===== config.mk =====
export PLATFORM = sky130hd
export DESIGN_NAME = rotation_counter
export DESIGN_NICKNAME = d
export VERILOG_FILES = /design/src/rtl/rotation_counter.sv
export SDC_FILE = /design/constraint.sdc
export NUM_CORES = 1
export LEC_CHECK = 0
export ABC_AREA = 1
export CORE_UTILIZATION = 48
export CTS_BUF_LIST = sky130_fd_sc_hd__clkbuf_2
export CTS_CLUSTER_DIAMETER = 60
export DETAILED_ROUTE_END_ITERATION = 16
export PLACE_DENSITY = 0.81
export SLEW_MARGIN = 20
export SYNTH_ARGS = -nofsm -noshare
export SYNTH_HDL_FRONTEND = slang
export SYNTH_SLANG_ARGS = --single-unit

===== constraint.sdc =====
create_clock -name clk -period 1.9 [get_ports clk]
set_input_delay 0.57 -clock clk [delete_from_list [all_inputs] [get_ports clk]]
set_output_delay 0.57 -clock clk [all_outputs]
set_load 0.02 [all_outputs]

===== src/rtl/rotation_counter.sv =====
// rotation_counter: modulo-MOD position counter for the encoder rotate stage.
// The programmable origin START is also the reset value. The counter steps up
// or down, supports a synchronous load, and counts full rotations back to
// START. When a non-zero rotation target is reached it pulses done for one
// cycle.
module rotation_counter #(
   parameter int MOD   = 5,
   parameter int WIDTH = 3,
   parameter int START = 3,
   parameter int ROT_W = 4
) (
   input  logic             clk,
   input  logic             rst,
   input  logic             clr,
   input  logic             start,
   input  logic             en,
   input  logic             dir,
   input  logic             load,
   input  logic [WIDTH-1:0] load_val,
   input  logic [ROT_W-1:0] rot_target,
   output logic [WIDTH-1:0] out,
   output logic             co,
   output logic [ROT_W-1:0] rot_cnt,
   output logic             busy,
   output logic             done,
   output logic             err
);

   typedef enum logic [1:0] {S_IDLE, S_RUN, S_DONE} state_t;

   localparam logic [WIDTH-1:0] START_V = WIDTH'(START);
   localparam logic [WIDTH-1:0] MAX_V   = WIDTH'(MOD - 1);
   localparam logic [WIDTH-1:0] END_UP  = WIDTH'((START + MOD - 1) % MOD);
   localparam logic [WIDTH-1:0] END_DN  = WIDTH'((START + 1) % MOD);

   state_t           state, nxt_state;
   logic             step, wrap, final_wrap;
   logic [ROT_W:0]   rot_inc;
   logic [WIDTH-1:0] nxt_pos;

   // The last position before the origin, in the current direction.
   assign co = dir ? (out == END_DN) : (out == END_UP);

   // A step happens only in RUN, and only when neither clr nor load has
   // priority this cycle.
   assign step       = (state == S_RUN) && en && !clr && !load;
   assign wrap       = step && co;
   // The increment is one bit wider so that a saturated count can never
   // match the target a second time.
   assign rot_inc    = {1'b0, rot_cnt} + 1'b1;
   assign final_wrap = wrap && (rot_target != '0) && (rot_inc == {1'b0, rot_target});

   // Next position for one step, wrapping modulo MOD in both directions.
   always_comb begin
      nxt_pos = out;
      if (dir) nxt_pos = (out == '0)    ? MAX_V : out - 1'b1;
      else     nxt_pos = (out == MAX_V) ? '0    : out + 1'b1;
   end

   // State register.
   always_ff @(posedge clk or posedge rst) begin
      if (rst) state <= S_IDLE;
      else     state <= nxt_state;
   end

   // Next-state decode. clr overrides everything; load blocks start; DONE always lasts one cycle.
   always_comb begin
      nxt_state = state;
      if (clr) nxt_state = S_IDLE;
      else begin
         case (state)
            S_IDLE:  if (start && !load) nxt_state = S_RUN;
            S_RUN:   if (final_wrap)     nxt_state = S_DONE;
            S_DONE:                      nxt_state = S_IDLE;
            default:                     nxt_state = S_IDLE;
         endcase
      end
   end

   // Status outputs decoded from the state.
   always_comb begin
      busy = (state == S_RUN);
      done = (state == S_DONE);
   end

   // Position, rotation count and sticky error, in priority order: clr > load > start > step.
   always_ff @(posedge clk or posedge rst) begin
      if (rst) begin
         out     <= START_V;
         rot_cnt <= '0;
         err     <= 1'b0;
      end else if (clr) begin
         out     <= START_V;
         rot_cnt <= '0;
         err     <= 1'b0;
      end else if (load) begin
         if (load_val <= MAX_V) out <= load_val;
         else                   err <= 1'b1;
      end else if (start && state == S_IDLE) begin
         out     <= START_V;
         rot_cnt <= '0;
      end else if (step) begin
         out <= nxt_pos;
         if (wrap) rot_cnt <= rot_inc[ROT_W] ? rot_cnt : rot_inc[ROT_W-1:0];
      end
   end

endmodule


==> impl_metrics.toml, run 1 <==
[run_status]
status = "finished, violations left"
violations = "DRC, setup timing"

[synthesis]
netlist_instances = 134
yosys_warnings = 0
syn_area_um2 = 853.3
syn_nets = 153
synth-seq-cells = 10
avgSynthCellArea_um2 = 6.368
synth_seq_area_share_pct = 29.62
ys_types = 19

[floorplan]
initial_utilization_pct = 54.13
core_area_mm2 = 0.001577
die_area_mm2 = 0.001951
num_rows = 14
die_h_um = 44.17
io_pins = 25
die_x_um = 44.17

[routing]
ant_nets = 0
drtIter0Drc = 30
drt_first_pass_iters = 12
drc = 2
num_vias = 1038
vias_per_cell = 5.351
wl_per_cell_um = 13.41
drt-total-wl_um = 2602

[power]
p_switching_uw = 234.2
fin_total_pwr_uw = 628.0
swShare_pct = 37.30
irDropWorstVdd_v = 0.0004469
p_seq_share_pct = 38.4
pwr_density_cell_mw_per_mm2 = 491.6
cellLeakagePower_uw = 0.0007069
combPwrFrac_pct = 39.9
p_int_uw = 393.8
pwr-share-clk_pct = 21.7

[timing]
max_slew.worst_pin.slew_ns = 0.4197
finalSetupTns_ns = -0.02889
clock.fmax_ghz = 0.5184
period_needed_ns = 1.929
final.setup.worst_slack_ns = -0.02889
setup_viol = 1
finalCritPeriodShare_pct = 101.5
finalClockSkew_ns = 0.003449
slew_headroom_pct = 71.99
rsz0062_at_grt = "yes"
hold_viol_final = 0
worst_hold_slack_ns = 0.5197
slew_viol_final = 0

[worst_setup_path]
path_depth = 5
crit_path_top_delay_cell = "dfstp_2"
path_delay_family = "flip-flops"
required_ns = 1.33
worstPathBufferInverterCount = 2
worstSetupEndpoint = "co"
start_kind = "register"
critPathMaxFanout = 3
r2r_slack_ns = 0.09
r2r-start = "out[1]"
startpoint = "out[0]"
critical_path_arrival_ns = 1.36
max_stage_delay_ns = 0.57
cp-end-kind = "output port"
regToRegEndpoint = "out[2]"
reg2reg_depth = 9
criticalPathCategory = "register to output port"
crit_chain = "inv_2, ha_2, nand3_2, nand2_2, buf_6"

[clock_tree]
cts_root_buffer = "clkbuf_2"
cts_sinks = 10
clkLatencyLatePin_ns = 0.28
numCtsBuffers = 3
cts_buffer_depth = 2
cts_tree = "built"
cts_setup_buffers = 0
clk_pin_slew_ns = 0.12
htreeDepth = 1
hold_buffers = 0

[global_routing]
grt_pass1_vias = 1006
met3_usage_pct = 4.490
grt_pass1_wl_um = 4160
antenna_found_initial = 0
met2_usage_pct = 50.29
gr-max-usage-layer = "met2"
track_usage_pct = 28.97
grt_use_met1_pct = 35.46
grt-ovfl-total = 0
grt_max_degree = 11

[placed_design]
routabilityCongestion = 0.9679
portBuffers = 24
dpl.hpwl_um = 1912
place_ws_ns = -0.5357

[cells_and_area]
drive_gt1_share_pct = 23.03
area_growth_pct = 49.71
finish.utilization_pct = 81.03
finalNetCount = 198
n_antenna_cell = 0

[job]
max_cap_violations = 0

[hold_path]
hold_path.class = "register to register"
min-delay-start = "err"
layer usage:
layer	share of wire, %	vias up
met1	42	473
met3	6.7	6
met5	0	-
met2	50	50
met4	2.0	0
li1	-	509
layout make-up:
cell class	instances	area [µm²]
Fill cell	131	299.0
Tap cell	16	20.02
Inverter	21	78.83
Sequential cell	10	252.7
Multi-Input combinational cell	103	549.3
Clock inverter	1	3.754
Timing Repair Buffer	40	357.8
Clock buffer	3	15.01
synthesized netlist by cell type:
| cell type | count | share of area (%) |
|---|---|---|
| nor2_1 | 11 | 4.8 |
| xnor2_1 | 2 | 2.1 |
| nand2_1 | 50 | 22 |
| o21ai_0 | 2 | 1.2 |
| dfrtp_1 | 8 | 23 |
| or4_1 | 1 | 0.88 |
| nand4_1 | 4 | 2.9 |
| nor2_4 | 1 | 1.3 |
| inv_2 | 3 | 1.3 |
| o21ai_2 | 1 | 1.0 |
| dfstp_2 | 2 | 6.2 |
| nand2_2 | 1 | 0.73 |
| inv_1 | 18 | 7.9 |
| a21oi_1 | 3 | 1.8 |
| nor2_2 | 1 | 0.73 |
| nand3_2 | 3 | 3.5 |
| nand3_1 | 16 | 9.4 |
| ha_1 | 5 | 7.3 |
| or2_2 | 2 | 1.5 |
stage by stage:
stage          area (µm²)  std cells
2_1_floorplan       853.3        134
3_3_place_gp         1234        190
3_5_place_dp         1234        190
4_1_cts              1241        194
5_1_grt              1277        194
6_report             1277        194
cells in the final DEF, fill, tap and decap left out, drive strengths merged, types with 4 or more instances in the layout:
cell	instances
nor2	13
nand4	4
nand2	51
clkdlybuf4s50	15
buf	17
nand3	19
inv	21
dfrtp	8
dlygate4sd2	5
ha	5
repair_timing:
action,CTS,global route
resized for setup,12,12
gates cloned,0,0
pin swaps,0,1
setup endpoints to repair,7,3
power groups by stage:
stage	clock (µW)	combinational (µW)	sequential (µW)
floorplan	0	99.9	259
global placement	0	230	242
detailed placement	0	237	243
CTS	136	231	239
global route	150	275	243
finish	136	251	241
worst register-to-register path, stage by stage, from the launching register on:
cell	delay, ns
dfstp_2	0.58
inv_2	0.05
ha_4	0.16
buf_4	0.14
or2_2	0.30
o21ai_0	0.17
nand3_1	0.12
nand2_1	0.09
nand2_1	0.06
nand2_1	0.08
how the worst min path moves through the flow:
stage	end	slack, ns	depth (start not counted)
global placement	err	0.46	2
global route	err	0.54	2
CTS	err	0.52	2
detailed placement	err	0.49	2
floorplan	err	0.41	1
finish	err	0.52	2
cells by family after synthesis:
kind of cell               synth area share (%)
xor gates and xnor gates                  2.053
AOI/OAI and AO/OA                         3.959
buffers and inverters                     9.237
adders and majority gates                 7.331
DFF                                       29.62
and+or+nand+nor                           47.80
sequential cells by signal (all words and copies together), names as in the netlist:
register  cells
err           1
rot_cnt       4
state         2
out           3
(Power assumes the default switching activity.)
==> run 2: changes to the inputs <==
--- a/config.mk
+++ b/config.mk
@@ -11,7 +11,7 @@
 export CTS_CLUSTER_DIAMETER = 60
 export DETAILED_ROUTE_END_ITERATION = 16
 export PLACE_DENSITY = 0.81
-export SLEW_MARGIN = 20
+export SLEW_MARGIN = 0
 export SYNTH_ARGS = -nofsm -noshare
 export SYNTH_HDL_FRONTEND = slang
 export SYNTH_SLANG_ARGS = --single-unit
==> results of run 2 <==
No change in the layout: final DEF, timing and power equal those of run 1.
